### src/rtl/scanline_span_filler.sv
// scanline_span_filler: turns one rasterizer span (row y, edges xa/xb)
// into a left-to-right stream of framebuffer pixel writes.
//
// Ports:
//   clk, rst      - rising-edge clock, asynchronous active-high reset
//   span_valid    - span on span_y/xa/xb/color is valid (held until accepted)
//   span_ready    - high in IDLE; span accepted on span_valid && span_ready
//   span_y        - scanline row
//   span_xa       - x position from the short edge
//   span_xb       - x position from the long edge
//   span_color    - fill colour for the whole span
//   px_valid      - pixel write valid (FILL state)
//   px_ready      - framebuffer accepts the pixel
//   px_x, px_y    - pixel coordinates
//   px_addr       - linear framebuffer address y*HRES + x
//   px_color      - pixel colour
//   span_done     - one-cycle pulse after the last pixel (or an empty span)
//   busy          - high while in SETUP or FILL
module scanline_span_filler #(
    parameter int HRES = 320,
    parameter int VRES = 200,
    parameter int XW   = 9,
    parameter int YW   = 8,
    parameter int CW   = 8,
    parameter int AW   = 16
) (
    input  logic          clk,
    input  logic          rst,
    input  logic          span_valid,
    output logic          span_ready,
    input  logic [YW-1:0] span_y,
    input  logic [XW-1:0] span_xa,
    input  logic [XW-1:0] span_xb,
    input  logic [CW-1:0] span_color,
    output logic          px_valid,
    input  logic          px_ready,
    output logic [XW-1:0] px_x,
    output logic [YW-1:0] px_y,
    output logic [AW-1:0] px_addr,
    output logic [CW-1:0] px_color,
    output logic          span_done,
    output logic          busy
);

    localparam logic [1:0] S_IDLE  = 2'd0;
    localparam logic [1:0] S_SETUP = 2'd1;
    localparam logic [1:0] S_FILL  = 2'd2;

    localparam logic [XW-1:0] X_MAX = XW'(HRES - 1);
    localparam logic [YW:0]   Y_LIM = (YW + 1)'(VRES);
    localparam logic [AW-1:0] H_MUL = AW'(HRES);

    logic [1:0]    state;
    logic [YW-1:0] y_q;
    logic [XW-1:0] xa_q;
    logic [XW-1:0] xb_q;
    logic [XW-1:0] x_q;
    logic [XW-1:0] hi_q;
    logic [CW-1:0] color_q;
    logic [AW-1:0] addr_q;
    logic          done_q;

    logic [XW-1:0] lo;
    logic [XW-1:0] hi_raw;
    logic [XW-1:0] hi_clip;
    logic [AW-1:0] base;
    logic          empty;

    always_comb begin
        lo      = (xa_q < xb_q) ? xa_q : xb_q;
        hi_raw  = (xa_q < xb_q) ? xb_q : xa_q;
        hi_clip = (hi_raw > X_MAX) ? X_MAX : hi_raw;
        // y*HRES as a sum of shifted copies of y, one per set bit of HRES
        // (for 320 this reduces to (y<<8)+(y<<6)).
        base = '0;
        for (int i = 0; i < AW; i++) begin
            if (H_MUL[i]) begin
                base = base + (AW'(y_q) << i);
            end
        end
        // Rows past the bottom, or spans lying wholly right of the
        // screen, produce no pixels at all.
        empty = ({1'b0, y_q} >= Y_LIM) || (lo > X_MAX);
    end

    always_ff @(posedge clk or posedge rst) begin
        if (rst) begin
            state   <= S_IDLE;
            y_q     <= '0;
            xa_q    <= '0;
            xb_q    <= '0;
            x_q     <= '0;
            hi_q    <= '0;
            color_q <= '0;
            addr_q  <= '0;
            done_q  <= 1'b0;
        end else begin
            done_q <= 1'b0;
            case (state)
                S_IDLE: begin
                    if (span_valid) begin
                        y_q     <= span_y;
                        xa_q    <= span_xa;
                        xb_q    <= span_xb;
                        color_q <= span_color;
                        state   <= S_SETUP;
                    end
                end
                S_SETUP: begin
                    if (empty) begin
                        state  <= S_IDLE;
                        done_q <= 1'b1;
                    end else begin
                        x_q    <= lo;
                        hi_q   <= hi_clip;
                        addr_q <= base + AW'(lo);
                        state  <= S_FILL;
                    end
                end
                S_FILL: begin
                    if (px_ready) begin
                        if (x_q == hi_q) begin
                            state  <= S_IDLE;
                            done_q <= 1'b1;
                        end else begin
                            x_q    <= x_q + XW'(1);
                            addr_q <= addr_q + AW'(1);
                        end
                    end
                end
                default: state <= S_IDLE;
            endcase
        end
    end

    assign span_ready = (state == S_IDLE);
    assign busy       = (state != S_IDLE);
    assign px_valid   = (state == S_FILL);
    assign px_x       = x_q;
    assign px_y       = y_q;
    assign px_addr    = addr_q;
    assign px_color   = color_q;
    assign span_done  = done_q;

endmodule

### config.mk
export PLATFORM = sky130hd
export DESIGN_NAME = scanline_span_filler
export DESIGN_NICKNAME = d
export VERILOG_FILES = /design/src/rtl/scanline_span_filler.sv
export SDC_FILE = /design/constraint.sdc
export NUM_CORES = 1
export LEC_CHECK = 0
export CAP_MARGIN = 20
export CORE_MARGIN = 8
export CORE_UTILIZATION = 48
export DETAILED_ROUTE_END_ITERATION = 8
export PLACE_DENSITY = 0.77
export REMOVE_ABC_BUFFERS = 1
export SKIP_CTS_REPAIR_TIMING = 1
export SYNTH_ARGS = -nofsm -noshare
export SYNTH_HDL_FRONTEND = slang
export SYNTH_SLANG_ARGS = --single-unit
export TNS_END_PERCENT = 50
### constraint.sdc
create_clock -name clk -period 3.9 [get_ports clk]
set_input_delay 0.78 -clock clk [delete_from_list [all_inputs] [get_ports clk]]
set_output_delay 0.78 -clock clk [all_outputs]
set_load 0.005 [all_outputs]
==> Flow_metrics.wiki, run 1 <==
{| class="wikitable"
! Metric !! Value
|-
| Mean instance size in the synthesized netlist || 9.93 µm²
|-
| HPWL after detailed placement || 8180 µm
|-
| Synthesized instance count || 444
|-
| Clock Sinks || 71
|-
| Clock transition at the registers of the reported paths || 0.08 ns
|-
| Wire length of the first global-routing pass || 18700 µm
|-
| Number of antenna cells inserted || 0
|-
| Switching power of the nets || 2860 µW
|-
| XOR/XNOR share of the synthesized area || 3.18%
|-
| Leak || 0.00243 µW
|-
| IR Drop Worst-Case VDD || 0.513 mV
|-
| Fraction of synthesized cell area taken by the top area cell type || 40.3%
|-
| Clock share of power || 10.4%
|-
| Transition at the pin with the smallest max-transition slack || 0.789 ns
|-
| Via total after detailed routing || 3853
|-
| Largest net degree at the start of global routing || 56
|-
| Number of unique standard cell types used by synthesis || 51
|-
| Setup-violating endpoint count in the final report || 0
|-
| Cell internal pwr || 3900 µW
|-
| Die width || 112 µm
|-
| Combined area of all synthesized cells || 4410 µm²
|-
| Flop and latch count out of synthesis || 71
|-
| Worst-case clock buffer depth || 2
|-
| Outcome || complete, no violations
|-
| Number of nets in the layout || 607
|-
| All-Layer GR Usage || 18.1%
|-
| Sequential share of power || 23.0%
|-
| Area inside the core boundary || 9060 µm²
|-
| GRT Max-Usage Layer || met2
|-
| Util after Layout || 64.3%
|-
| Portion of netlist area occupied by mux cells || 13.5%
|-
| Sort of element at the start of the critical path || flop
|-
| Number of global-route vias before repair || 3878
|-
| Portion of the clock cycle consumed by the worst path in the final layout || 98.3%
|-
| Sequential share of the synthesized area || 40.3%
|-
| Endpoint kind of the worst setup timing path || flop
|-
| Met3 layer usage reported by global route || 3.95%
|-
| Number of iterations in the first detailed-routing pass || 6
|-
| Most used DFF post-synth || sky130_fd_sc_hd__dfrtp_1
|-
| Routed wirelength normalized by instance count || 17.8 µm
|-
| Worst slew margin relative to its limit || 46.9%
|-
| Dominant cells by area after synthesis || sky130_fd_sc_hd__dfrtp_1, sky130_fd_sc_hd__mux2_2, sky130_fd_sc_hd__ha_1
|-
| Net switching share of the total power || 42.3%
|-
| PortBufs || 82
|-
| Starting density of the core || 48.6%
|-
| Cell taking the most area after synthesis || sky130_fd_sc_hd__dfrtp_1
|-
| Row cnt || 35
|-
| Overall power || 6760 µW
|-
| Grt ovf || 0
|-
| Worst-Skew Late Latency || 0.35 ns
|-
| Number of enable flip-flop cells after synthesis || 0
|-
| Final Max Slew Viols || 0
|-
| Initial detailed-routing violation count || 288
|-
| Share of synthesized cell area in and, or, nand and nor gates || 12.2%
|-
| Data required time at the worst endpoint || 4.14 ns
|-
| Main combinational cell family by area after synthesis || compound AO/OA/AOI/OAI gates
|-
| Kind of critical path || reg -> reg
|-
| Count of final hold-check violations || 0
|-
| DRC violation count after routing || 0
|-
| Adder and majority gate portion of the synthesized area || 8.69%
|-
| Worst hold slack || 0.507 ns
|-
| Compound-gate portion of the synthesized area || 17.6%
|-
| Antenna-violating nets left || 0
|-
| Number of max-cap violations || 0
|-
| Area overhead of the layout relative to synthesis || 32.3%
|-
| Fraction of final layout cells sized beyond drive strength 1 || 20.4%
|-
| Arr. time, crit path || 4.07 ns
|-
| Timing-limited maximum frequency || 0.261 GHz
|-
| Wire length after detailed routing || 11700 µm
|-
| Number of I/O pins || 83
|-
| Die height || 112 µm
|-
| Met2 capacity usage during global routing || 29.3%
|-
| Number of buffers inserted during clock tree synthesis || 9
|-
| Final clock skew || 0.0143 ns
|-
| Count of synthesis-stage warnings from yosys || 0
|-
| Areal power density over the cells || 1160 nW/µm²
|-
| CP Max Fanout || 5
|-
| Number of antenna violations at the first check in global routing || 0
|-
| Global placement routability congestion || 0.857
|-
| Via density per instance || 5.88
|-
| H-tree lvl count || 3
|-
| Relative contribution of combinational cells to total power || 66.6%
|-
| Met1 Track Usage GR || 22.5%
|-
| Cell at the root of the clock tree || sky130_fd_sc_hd__clkbuf_8
|-
| Hold Crit Class || reg -> reg
|-
| TritonCTS clock tree || built
|-
| Share of synthesized registers carrying an async set or reset || 100%
|-
| Area of the die || 12500 µm²
|-
| Clock period minus final worst setup slack || 3.83 ns
|}
-- logic make-up (layout without fill, tap and decap cells) --
family	Yosys count	count (layout)
AO/OA/AOI/OAI	119	119
XOR/XNOR	16	16
adder cells (fa/ha/maj)	30	30
buffers and inverters	46	146
flip-flops	71	71
multiplexers	53	53
AND/OR/NAND/NOR	109	109
-- critical path, stage by stage (launching register included) --
cell and delay (ns):
sky130_fd_sc_hd__dfrtp_1 0.42, sky130_fd_sc_hd__ha_4 0.29, sky130_fd_sc_hd__and3_4 0.18, sky130_fd_sc_hd__nand4_1 0.10, sky130_fd_sc_hd__o21ba_4 0.25, sky130_fd_sc_hd__nand2_4 0.09, sky130_fd_sc_hd__mux2_4 0.32, sky130_fd_sc_hd__ha_4 0.22
sky130_fd_sc_hd__ha_2 0.20, sky130_fd_sc_hd__inv_2 0.06, sky130_fd_sc_hd__fa_2 0.19, sky130_fd_sc_hd__nand2b_4 0.12, sky130_fd_sc_hd__a21oi_2 0.06, sky130_fd_sc_hd__or4_1 0.49, sky130_fd_sc_hd__a31oi_2 0.20, sky130_fd_sc_hd__xnor2_1 0.09
sky130_fd_sc_hd__and3_1 0.17, sky130_fd_sc_hd__a221o_1 0.26
-- metal layers --
| layer | vias to the layer above | share of wire [%] |
|---|---|---|
| li1 | 1814 | - |
| met1 | 1876 | 42 |
| met2 | 138 | 50 |
| met3 | 25 | 5.8 |
| met4 | 0 | 2.3 |
| met5 | - | 0 |
-- synthesized netlist by cell type, types with 4 or more instances --
cell type	n
sky130_fd_sc_hd__buf_2	5
sky130_fd_sc_hd__dfrtp_1	71
sky130_fd_sc_hd__inv_1	25
sky130_fd_sc_hd__nand3_1	23
sky130_fd_sc_hd__o22ai_1	11
sky130_fd_sc_hd__mux2_2	42
sky130_fd_sc_hd__a31oi_1	15
sky130_fd_sc_hd__xor2_1	4
sky130_fd_sc_hd__a22o_1	8
sky130_fd_sc_hd__o21ai_0	25
sky130_fd_sc_hd__xnor2_1	12
sky130_fd_sc_hd__clkbuf_1	12
sky130_fd_sc_hd__ha_1	29
sky130_fd_sc_hd__and3_1	7
sky130_fd_sc_hd__o21a_1	6
sky130_fd_sc_hd__nor2_1	17
sky130_fd_sc_hd__nand2b_1	8
sky130_fd_sc_hd__mux2i_1	9
sky130_fd_sc_hd__nand4_1	5
sky130_fd_sc_hd__a21oi_1	25
sky130_fd_sc_hd__a2bb2oi_1	6
sky130_fd_sc_hd__nand2_1	32
-- per-stage QoR --
stage	std cells	setup TNS [ns]	setup WS, ns	area (µm²)
after floorplan	423	0	0.0351	4300
after global placement	632	0	0.0818	5380
after detailed placement	632	-0.0432	-0.0432	5380
after CTS	648	-0.0537	-0.0537	5620
after global routing	655	-0.0583	-0.0583	5830
final	655	0	0.0670	5830
-- final timing paths --
check / startpoint / endpoint / slack (ns) / cells after the start
setup / recovery: xa_q[7]$_DFFE_PP0P_ / px_addr[15]$_DFFE_PP0P_ / 0.07 / 17
setup reg to reg: xa_q[7]$_DFFE_PP0P_ / px_addr[15]$_DFFE_PP0P_ / 0.07 / 17
hold / removal: px_color[6]$_DFFE_PP0P_ / px_color[6]$_DFFE_PP0P_ / 0.51 / 1
max in group asynchronous: rst / px_x[0]$_DFFE_PP0P_ / 2.29 / 3
hold reg to reg: px_color[6]$_DFFE_PP0P_ / px_color[6]$_DFFE_PP0P_ / 0.51 / 1
min in group asynchronous: rst / span_done$_DFF_PP0_ / 0.84 / 2
-- flip-flops by register name, indices dropped and copies added (netlist names) --
signal     count
hi_q           9
px_addr       16
px_color       8
px_x           9
px_y           8
span_done      1
state          2
xa_q           9
xb_q           9
-- final cells by class --
cell class / count / area, µm²
flip-flops and latches: 71 / 1780
repair buffers: 105 / 993
multi-input cells: 327 / 2590
fillers: 725 / 3230
well taps: 111 / 139
clock buffers: 12 / 165
clock inverters: 4 / 76.3
inverters: 25 / 93.8
-- power by group through the flow --
stage	clock network [µW]	logic (µW)	registers, µW
6_report	703	4500	1550
5_1_grt	746	4910	1610
4_1_cts	715	4030	1520
3_5_place_dp	0	4000	1540
3_3_place_gp	0	3870	1510
2_1_floorplan	0	2660	1470
-- cell usage in the layout (no fill, tap or decap), drive strengths merged, types with 3 or more instances in the layout --
cell,count
a21oi,26
a22o,8
a2bb2oi,6
a31oi,16
and2,3
and3,7
buf,23
clkbuf,12
clkdlybuf4s50,82
dfrtp,71
ha,29
inv,25
mux2,44
mux2i,9
nand2,33
nand2b,8
nand3,23
nand4,5
nor2,17
nor3,3
nor4,3
o211ai,3
o21a,6
o21ai,26
o22ai,11
or3,3
xnor2,12
xor2,4
No activity file was read; power rests on OpenSTA's default activity.
==> run 2: changes to the inputs <==
--- a/config.mk
+++ b/config.mk
@@ -9,9 +9,10 @@
 export CORE_MARGIN = 8
 export CORE_UTILIZATION = 48
 export DETAILED_ROUTE_END_ITERATION = 8
-export PLACE_DENSITY = 0.77
+export PLACE_DENSITY = 0.81
 export REMOVE_ABC_BUFFERS = 1
 export SKIP_CTS_REPAIR_TIMING = 1
+export SLEW_MARGIN = 20
 export SYNTH_ARGS = -nofsm -noshare
 export SYNTH_HDL_FRONTEND = slang
 export SYNTH_SLANG_ARGS = --single-unit
==> run 2 against run 1 <==
Via count down 0.36%. Core utilization fell by 1.1 points. First-iteration DRC count shrank 2.1%. Clock power shrank 27%. Clock-buffer cell count shrank 2. Die area is the same. Design area shrank 1.8%. Worst setup slack improved by 0.024 ns. Critical path depth is the same. Wire length shrank 1.1%. Hold slack hardly changed. Non-clock buffer count is 5 lower.
==> Flow_metrics.wiki, run 2 (same netlist as run 1, synthesis figures left out) <==
{| class="wikitable"
! Metric !! Value
|-
| Outcome || complete, no violations
|-
| Worst-case clock buffer depth || 2 (unchanged)
|-
| CP Max Fanout || 5 (unchanged)
|-
| Sequential share of power || 24.0% (+1.0 points)
|-
| Grt ovf || 0 (unchanged)
|-
| Global placement routability congestion || 0.882 (+3.0%)
|-
| Relative contribution of combinational cells to total power || 68.1% (+1.5 points)
|-
| Area inside the core boundary || 9060 µm² (unchanged)
|-
| Portion of the clock cycle consumed by the worst path in the final layout || 97.7% (-0.62 points)
|-
| Number of max-cap violations || 0 (unchanged)
|-
| Data required time at the worst endpoint || 4.13 ns (about the same)
|-
| Cell seen most often among critical-path stages || sky130_fd_sc_hd__ha_4
|-
| Arr. time, crit path || 4.04 ns (-0.03 ns)
|-
| Clock Sinks || 71 (unchanged)
|-
| Final Max Slew Viols || 0 (unchanged)
|-
| Hold Crit Class || reg -> reg
|-
| Count of non-filler cells in the finished layout || 648 (-1.1%)
|-
| Register Area || 1780 µm² (unchanged)
|-
| Row cnt || 35 (unchanged)
|-
| All-Layer GR Usage || 18.1% (-0.027 points)
|-
| Delay contributed by the slowest stage of the critical path || 0.48 ns (about the same)
|-
| Most common cell after layout, fill and taps aside || sky130_fd_sc_hd__clkdlybuf4s50_1
|-
| Clock period minus final worst setup slack || 3.81 ns (-0.0244 ns)
|-
| RSZ-0062 raised after global routing || true
|-
| Count of final hold-check violations || 0 (unchanged)
|-
| Cell at the root of the clock tree || sky130_fd_sc_hd__clkbuf_8
|-
| HPWL after detailed placement || 8190 µm (about the same)
|-
| DRC violation count after routing || 0 (unchanged)
|-
| Commonest non-fill, non-tap cells in the layout || sky130_fd_sc_hd__clkdlybuf4s50_1, sky130_fd_sc_hd__dfrtp_1, sky130_fd_sc_hd__mux2_2
|-
| Starting density of the core || 48.6% (unchanged)
|-
| Leak || 0.00237 µW (-2.2%)
|-
| Setup-violating endpoint count in the final report || 0 (unchanged)
|-
| Total placed instance area || 5370 µm² (-0.28%)
|-
| Wire length after detailed routing || 11500 µm (-1.1%)
|-
| Number of iterations in the first detailed-routing pass || 5 (-1)
|-
| Die height || 112 µm (unchanged)
|-
| Die width || 112 µm (unchanged)
|-
| Fraction of final layout cells sized beyond drive strength 1 || 19.4% (-1.0 points)
|-
| Worst-Skew Late Latency || 0.35 ns (about the same)
|-
| H-tree lvl count || 3 (unchanged)
|-
| Cells after DPL || 630 (-0.32%)
|-
| Wire length of the first global-routing pass || 18700 µm (about the same)
|-
| Clock transition at the registers of the reported paths || 0.08 ns (about the same)
|-
| Areal power density over the cells || 1130 nW/µm² (-2.1%)
|-
| Max reg flops || 16 (unchanged)
|-
| Area overhead of the layout relative to synthesis || 30.0%
|-
| Endpoint kind of the worst setup timing path || flop
|-
| Net switching share of the total power || 43.4% (+1.1 points)
|-
| Number of buffers inserted during clock tree synthesis || 9 (unchanged)
|-
| Slowest cell on crit path || sky130_fd_sc_hd__or4_1
|-
| TritonCTS clock tree || built
|-
| Multi-input gate area in the final layout || 2600 µm² (+0.58%)
|-
| Final clock skew || 0.0141 ns (-0.000129 ns)
|-
| Via density per instance || 5.92 (+0.71%)
|-
| Final std cell area, no fill || 5730 µm² (-1.8%)
|-
| Clock share of power || 7.9% (-2.5 points)
|-
| Sort of element at the start of the critical path || flop
|-
| Kind of critical path || reg -> reg
|-
| Cell chain of the critical path || ha_4, and3_4, a21boi_2, o21ba_4, nand2_4, mux2_4, ha_4, ha_4, inv_2, fa_2, nand2b_4, a21oi_2, or4_1, a31oi_2, xnor2_1, and3_1, a221o_1
|-
| Initial detailed-routing violation count || 282 (-2.1%)
|-
| Via total after detailed routing || 3839 (-0.36%)
|-
| Number of antenna cells inserted || 0 (unchanged)
|-
| Routed wirelength normalized by instance count || 17.8 µm (about the same)
|-
| Worst slew margin relative to its limit || 39.4% (-7.5 points)
|-
| Area of the die || 12500 µm² (unchanged)
|-
| PortBufs || 82 (unchanged)
|-
| IR Drop Worst-Case VDD || 0.550 mV (+7.2%)
|-
| Timing-limited maximum frequency || 0.263 GHz (+0.64%)
|-
| Number of global-route vias before repair || 3816 (-1.6%)
|-
| Cell internal pwr || 3680 µW (-5.7%)
|-
| Number of antenna violations at the first check in global routing || 0 (unchanged)
|-
| Number of I/O pins || 83 (unchanged)
|-
| Largest net degree at the start of global routing || 72 (+29%)
|-
| Transition at the pin with the smallest max-transition slack || 0.908 ns (+0.119 ns)
|-
| Number of nets in the layout || 602 (-0.82%)
|-
| Count of fill cells added during filler insertion || 716 (-1.2%)
|-
| Switching power of the nets || 2820 µW (-1.2%)
|-
| Antenna-violating nets left || 0 (unchanged)
|}
## run 2: changes by cell type in the layout (fill, tap and decap cells not counted), sizes merged
cell / before / now
clkinvlp: 1 / 0
clkbuf: 12 / 10
clkinv: 1 / 4
bufinv: 2 / 0
buf: 23 / 18
## run 2: path summary, 6_finish.rpt
kind                                    startpoint                       to  slack (ns)  cells after the start
max in group asynchronous                      rst   px_addr[9]$_DFFE_PP0P_        2.29                      3
min                        px_color[6]$_DFFE_PP0P_  px_color[6]$_DFFE_PP0P_        0.51                      1
min in group asynchronous                      rst      px_y[5]$_DFFE_PP0P_        1.02                      3
min reg2reg                px_color[6]$_DFFE_PP0P_  px_color[6]$_DFFE_PP0P_        0.51                      1
max                            xa_q[6]$_DFFE_PP0P_  px_addr[15]$_DFFE_PP0P_        0.09                     17
max reg2reg                    xa_q[6]$_DFFE_PP0P_  px_addr[15]$_DFFE_PP0P_        0.09                     17
## run 2: cell type report
type,instances,share of cell area [%]
multi-input cells,327,45.4
flip-flops and latches,71,31.0
repair buffers,100,16.7
clock buffers,10,2.40
well taps,111,2.42
inverters,25,1.64
clock inverters,4,0.415
## run 2: power by group through the flow
stage | Sequential [µW] | Clock, µW | Combinational (µW)
2_1_floorplan | 1470 | 0 | 2660
3_3_place_gp | 1510 | 0 | 3840
3_5_place_dp | 1540 | 0 | 3990
4_1_cts | 1530 | 528 | 4020
5_1_grt | 1620 | 559 | 4850
6_report | 1560 | 516 | 4430
## run 2: through the flow
stage	util (%)	total power (µW)	setup slack [ns]	hold slack [ns]	setup TNS, ns
2_1_floorplan	-	4130	0.0351	0.502	0
3_3_place_gp	59.2	5350	0.0679	0.487	0
3_5_place_dp	59.2	5530	-0.0197	0.495	-0.0197
4_1_cts	61.0	6080	-0.0294	0.510	-0.0294
5_1_grt	63.2	7030	-0.0899	0.515	-0.0899
6_report	63.2	6500	0.0914	0.507	0
## run 2: worst max-delay path, delay by kind of cell, from the launching register on
family / cells / cell delay [ns]
compound gates: 5 / 0.85
buf+inv: 1 / 0.05
mux: 1 / 0.33
flops: 1 / 0.43
xor+xnor: 1 / 0.08
fa+ha+maj: 4 / 0.88
simple gates: 5 / 1.05
## run 2: routing by layer
metal	track usage (%)	up-vias	share of wire, %
met2	29.1	152	48
met1	22.2	1858	43
met5	0	-	0
li1	-	1805	-
met3	4.55	24	6.6
met4	8.30	0	2.2
==> run 3: changes to the inputs <==
--- a/config.mk
+++ b/config.mk
@@ -7,9 +7,9 @@
 export LEC_CHECK = 0
 export CAP_MARGIN = 20
 export CORE_MARGIN = 8
-export CORE_UTILIZATION = 48
+export CORE_UTILIZATION = 40
 export DETAILED_ROUTE_END_ITERATION = 8
-export PLACE_DENSITY = 0.81
+export PLACE_DENSITY = 0.7
 export REMOVE_ABC_BUFFERS = 1
 export SKIP_CTS_REPAIR_TIMING = 1
 export SLEW_MARGIN = 20
==> run 3 against run 2 <==
Largest cell class unchanged. Wire length down 0.92%. Critical path type unchanged. Non-clock buffer count fell by 1. Power shrank 0.27%.
==> Flow_metrics.wiki, run 3 (same netlist as run 1, synthesis figures left out) <==
{| class="wikitable"
! Metric !! Value
|-
| Number of buffers inserted during clock tree synthesis || 9 (unchanged)
|-
| Worst Reg2Reg Path Length in Cells || 17 (unchanged)
|-
| Die width || 121 µm (+8.2%)
|-
| Transition at the pin with the smallest max-transition slack || 0.816 ns (-0.0926 ns)
|-
| Arr. time, crit path || 4.04 ns (about the same)
|-
| Delay contributed by the slowest stage of the critical path || 0.47 ns (about the same)
|-
| Leak || 0.00238 µW (+0.33%)
|-
| Number of antenna violations at the first check in global routing || 0 (unchanged)
|-
| Clock period minus final worst setup slack || 3.81 ns (+0.00232 ns)
|-
| R2r setup slk || 0.09 ns (about the same)
|-
| Wire length on met2 || 5440 µm (-1.6%)
|-
| Area overhead of the layout relative to synthesis || 31.0%
|-
| Slowest cell on crit path || sky130_fd_sc_hd__or4_1
|-
| Clock Sinks || 71 (unchanged)
|-
| Most common cell after layout, fill and taps aside || sky130_fd_sc_hd__clkdlybuf4s50_1
|-
| Worst-Skew Late Latency || 0.34 ns (about the same)
|-
| Max reg flops || 16 (unchanged)
|-
| Via density per instance || 5.52 (-6.8%)
|-
| Cell depth of the worst hold path || 1 (unchanged)
|-
| M1 WL || 5060 µm (+1.7%)
|-
| Data required time at the worst endpoint || 4.13 ns (about the same)
|-
| Uppermost routed layer || met4
|-
| Number of I/O pins || 83 (unchanged)
|-
| Final clock skew || 0.00753 ns (-0.00661 ns)
|-
| Area inside the core boundary || 10800 µm² (+19%)
|-
| Sum of negative setup slack || 0 ns (unchanged)
|-
| Antenna-violating nets left || 0 (unchanged)
|-
| Routed wirelength normalized by instance count || 16.8 µm (-5.3%)
|-
| Number of nets in the layout || 601 (-0.17%)
|-
| Die height || 121 µm (+8.2%)
|-
| Cell chain of the critical path || ha_4, a21o_1, a31oi_4, o21ba_4, nand2_4, mux2_4, ha_4, ha_4, inv_2, fa_2, nand2b_4, a21oi_2, or4_1, a31oi_1, xnor2_1, and3_1, a221o_1
|-
| Register Area || 1780 µm² (unchanged)
|-
| CP Max Fanout || 6 (+1)
|-
| HPWL after detailed placement || 8430 µm (+2.9%)
|-
| Kind of critical path || reg -> reg
|-
| Endpoint kind of the worst setup timing path || flop
|-
| Portion of the clock cycle consumed by the worst path in the final layout || 97.7% (about the same)
|-
| IR Drop Worst-Case VDD || 0.532 mV (-3.2%)
|-
| Reg-to-reg startpoint || xa_q[2]$_DFFE_PP0P_
|-
| Multi-input gate area in the final layout || 2570 µm² (-1.2%)
|-
| Util after Layout || 53.5% (-9.7 points)
|-
| All-Layer GR Usage || 15.5% (-2.6 points)
|-
| Row cnt || 38 (+8.6%)
|-
| Number of global-route vias before repair || 3755 (-1.6%)
|-
| Worst slew margin relative to its limit || 45.1% (+5.7 points)
|-
| Fraction of final layout cells sized beyond drive strength 1 || 18.4% (-0.97 points)
|-
| Clock transition at the registers of the reported paths || 0.08 ns (about the same)
|-
| Cell seen most often among critical-path stages || sky130_fd_sc_hd__ha_4
|-
| Count of final hold-check violations || 0 (unchanged)
|-
| DRC violation count after routing || 0 (unchanged)
|-
| Commonest non-fill, non-tap cells in the layout || sky130_fd_sc_hd__clkdlybuf4s50_1, sky130_fd_sc_hd__dfrtp_1, sky130_fd_sc_hd__mux2_2
|-
| Final Max Slew Viols || 0 (unchanged)
|-
| Area of the die || 14600 µm² (+17%)
|-
| Met3 routed WL || 664 µm (-13%)
|-
| PortBufs || 82 (unchanged)
|-
| Areal power density over the cells || 1120 nW/µm² (-1.1%)
|-
| Wire length of the first global-routing pass || 18600 µm (-0.48%)
|-
| RSZ-0062 raised after global routing || true
|-
| FF-to-FF End || px_addr[15]$_DFFE_PP0P_
|-
| Initial detailed-routing violation count || 196 (-30%)
|-
| Outcome || complete, no violations
|-
| Launch point of the worst hold path || px_color[3]$_DFFE_PP0P_
|-
| Pre-CTS setup slack || -0.0681 ns (-0.0485 ns)
|-
| Worst-case clock buffer depth || 2 (unchanged)
|-
| Global placement routability congestion || 0.894 (+1.4%)
|-
| Number of antenna cells inserted || 0 (unchanged)
|-
| TritonCTS clock tree || built
|-
| H-tree lvl count || 3 (unchanged)
|-
| Hold path endpoint || px_color[3]$_DFFE_PP0P_
|-
| Number of iterations in the first detailed-routing pass || 5 (unchanged)
|-
| Starting density of the core || 40.8% (-7.8 points)
|-
| Via total after detailed routing || 3742 (-2.5%)
|-
| Hold Crit Class || reg -> reg
|-
| Timing-limited maximum frequency || 0.262 GHz (about the same)
|-
| Largest net degree at the start of global routing || 61 (-15%)
|-
| Setup-violating endpoint count in the final report || 0 (unchanged)
|-
| Number of max-cap violations || 0 (unchanged)
|-
| Sort of element at the start of the critical path || flop
|-
| Wire length after detailed routing || 11400 µm (-0.92%)
|-
| Worst setup margin || 0.0891 ns (-0.00232 ns)
|-
| Grt ovf || 0 (unchanged)
|-
| Count of fill cells added during filler insertion || 972 (+36%)
|-
| Cell at the root of the clock tree || sky130_fd_sc_hd__clkbuf_8
|}
## run 3: cell count changes in the layout (fill, tap and decap cells not counted), moves of 2 or more
cell and delta:
sky130_fd_sc_hd__inv_1 +2, sky130_fd_sc_hd__clkinvlp_4 +2, sky130_fd_sc_hd__inv_2 -2, sky130_fd_sc_hd__clkinv_2 -3
## run 3: worst max path at each step
stage	from	to	slack, ns	cells after the start
2_1_floorplan	xa_q[8]$_DFFE_PP0P_	px_addr[15]$_DFFE_PP0P_	0.04	17
5_1_grt	xb_q[8]$_DFFE_PP0P_	px_addr[15]$_DFFE_PP0P_	-0.06	18
3_5_place_dp	xa_q[2]$_DFFE_PP0P_	px_addr[15]$_DFFE_PP0P_	-0.07	17
6_report	xa_q[2]$_DFFE_PP0P_	px_addr[15]$_DFFE_PP0P_	0.09	17
3_3_place_gp	xb_q[2]$_DFFE_PP0P_	px_addr[15]$_DFFE_PP0P_	0.04	18
4_1_cts	xa_q[2]$_DFFE_PP0P_	px_addr[15]$_DFFE_PP0P_	-0.08	17
## run 3: critical path: cells and delay by family, from the launching register on
kind	cells	cell delay, ns
compound gates	6	1.11
fa+ha+maj	4	0.85
simple gates	4	0.85
flops	1	0.42
mux	1	0.33
xor+xnor	1	0.09
buf+inv	1	0.05
## run 3: power by group
| part | switching, µW | internal (µW) | leakage, µW |
|---|---|---|---|
| Sequential | 420 | 1130 | 0.000831 |
| Clock | 286 | 332 | 0.0000988 |
| Combinational | 2060 | 2250 | 0.00145 |
## run 3: through the flow
step           power, µW  hold slack (ns)  cells  area (µm²)
2_1_floorplan       4130            0.502    423        4300
3_3_place_gp        5390            0.489    659        5400
3_5_place_dp        5520            0.494    659        5400
4_1_cts             6160            0.517    675        5610
5_1_grt             7040            0.529    678        5780
6_report            6480            0.511    678        5780
## run 3: metal layers
metal  vias up  global-route usage, %
li1       1803                      -
met1      1813                   19.3
met2       110                   25.0
met3        16                   3.77
met4         0                   6.48
met5         -                      0
## run 3: area by class of cell
cell class              instances  area share (%)
multi-input cells             327            44.5
flip-flops and latches         71            30.8
repair buffers                 99            16.4
well taps                     140            3.03
clock buffers                  12            2.69
inverters                      25            1.62
clock inverters                 4           0.932
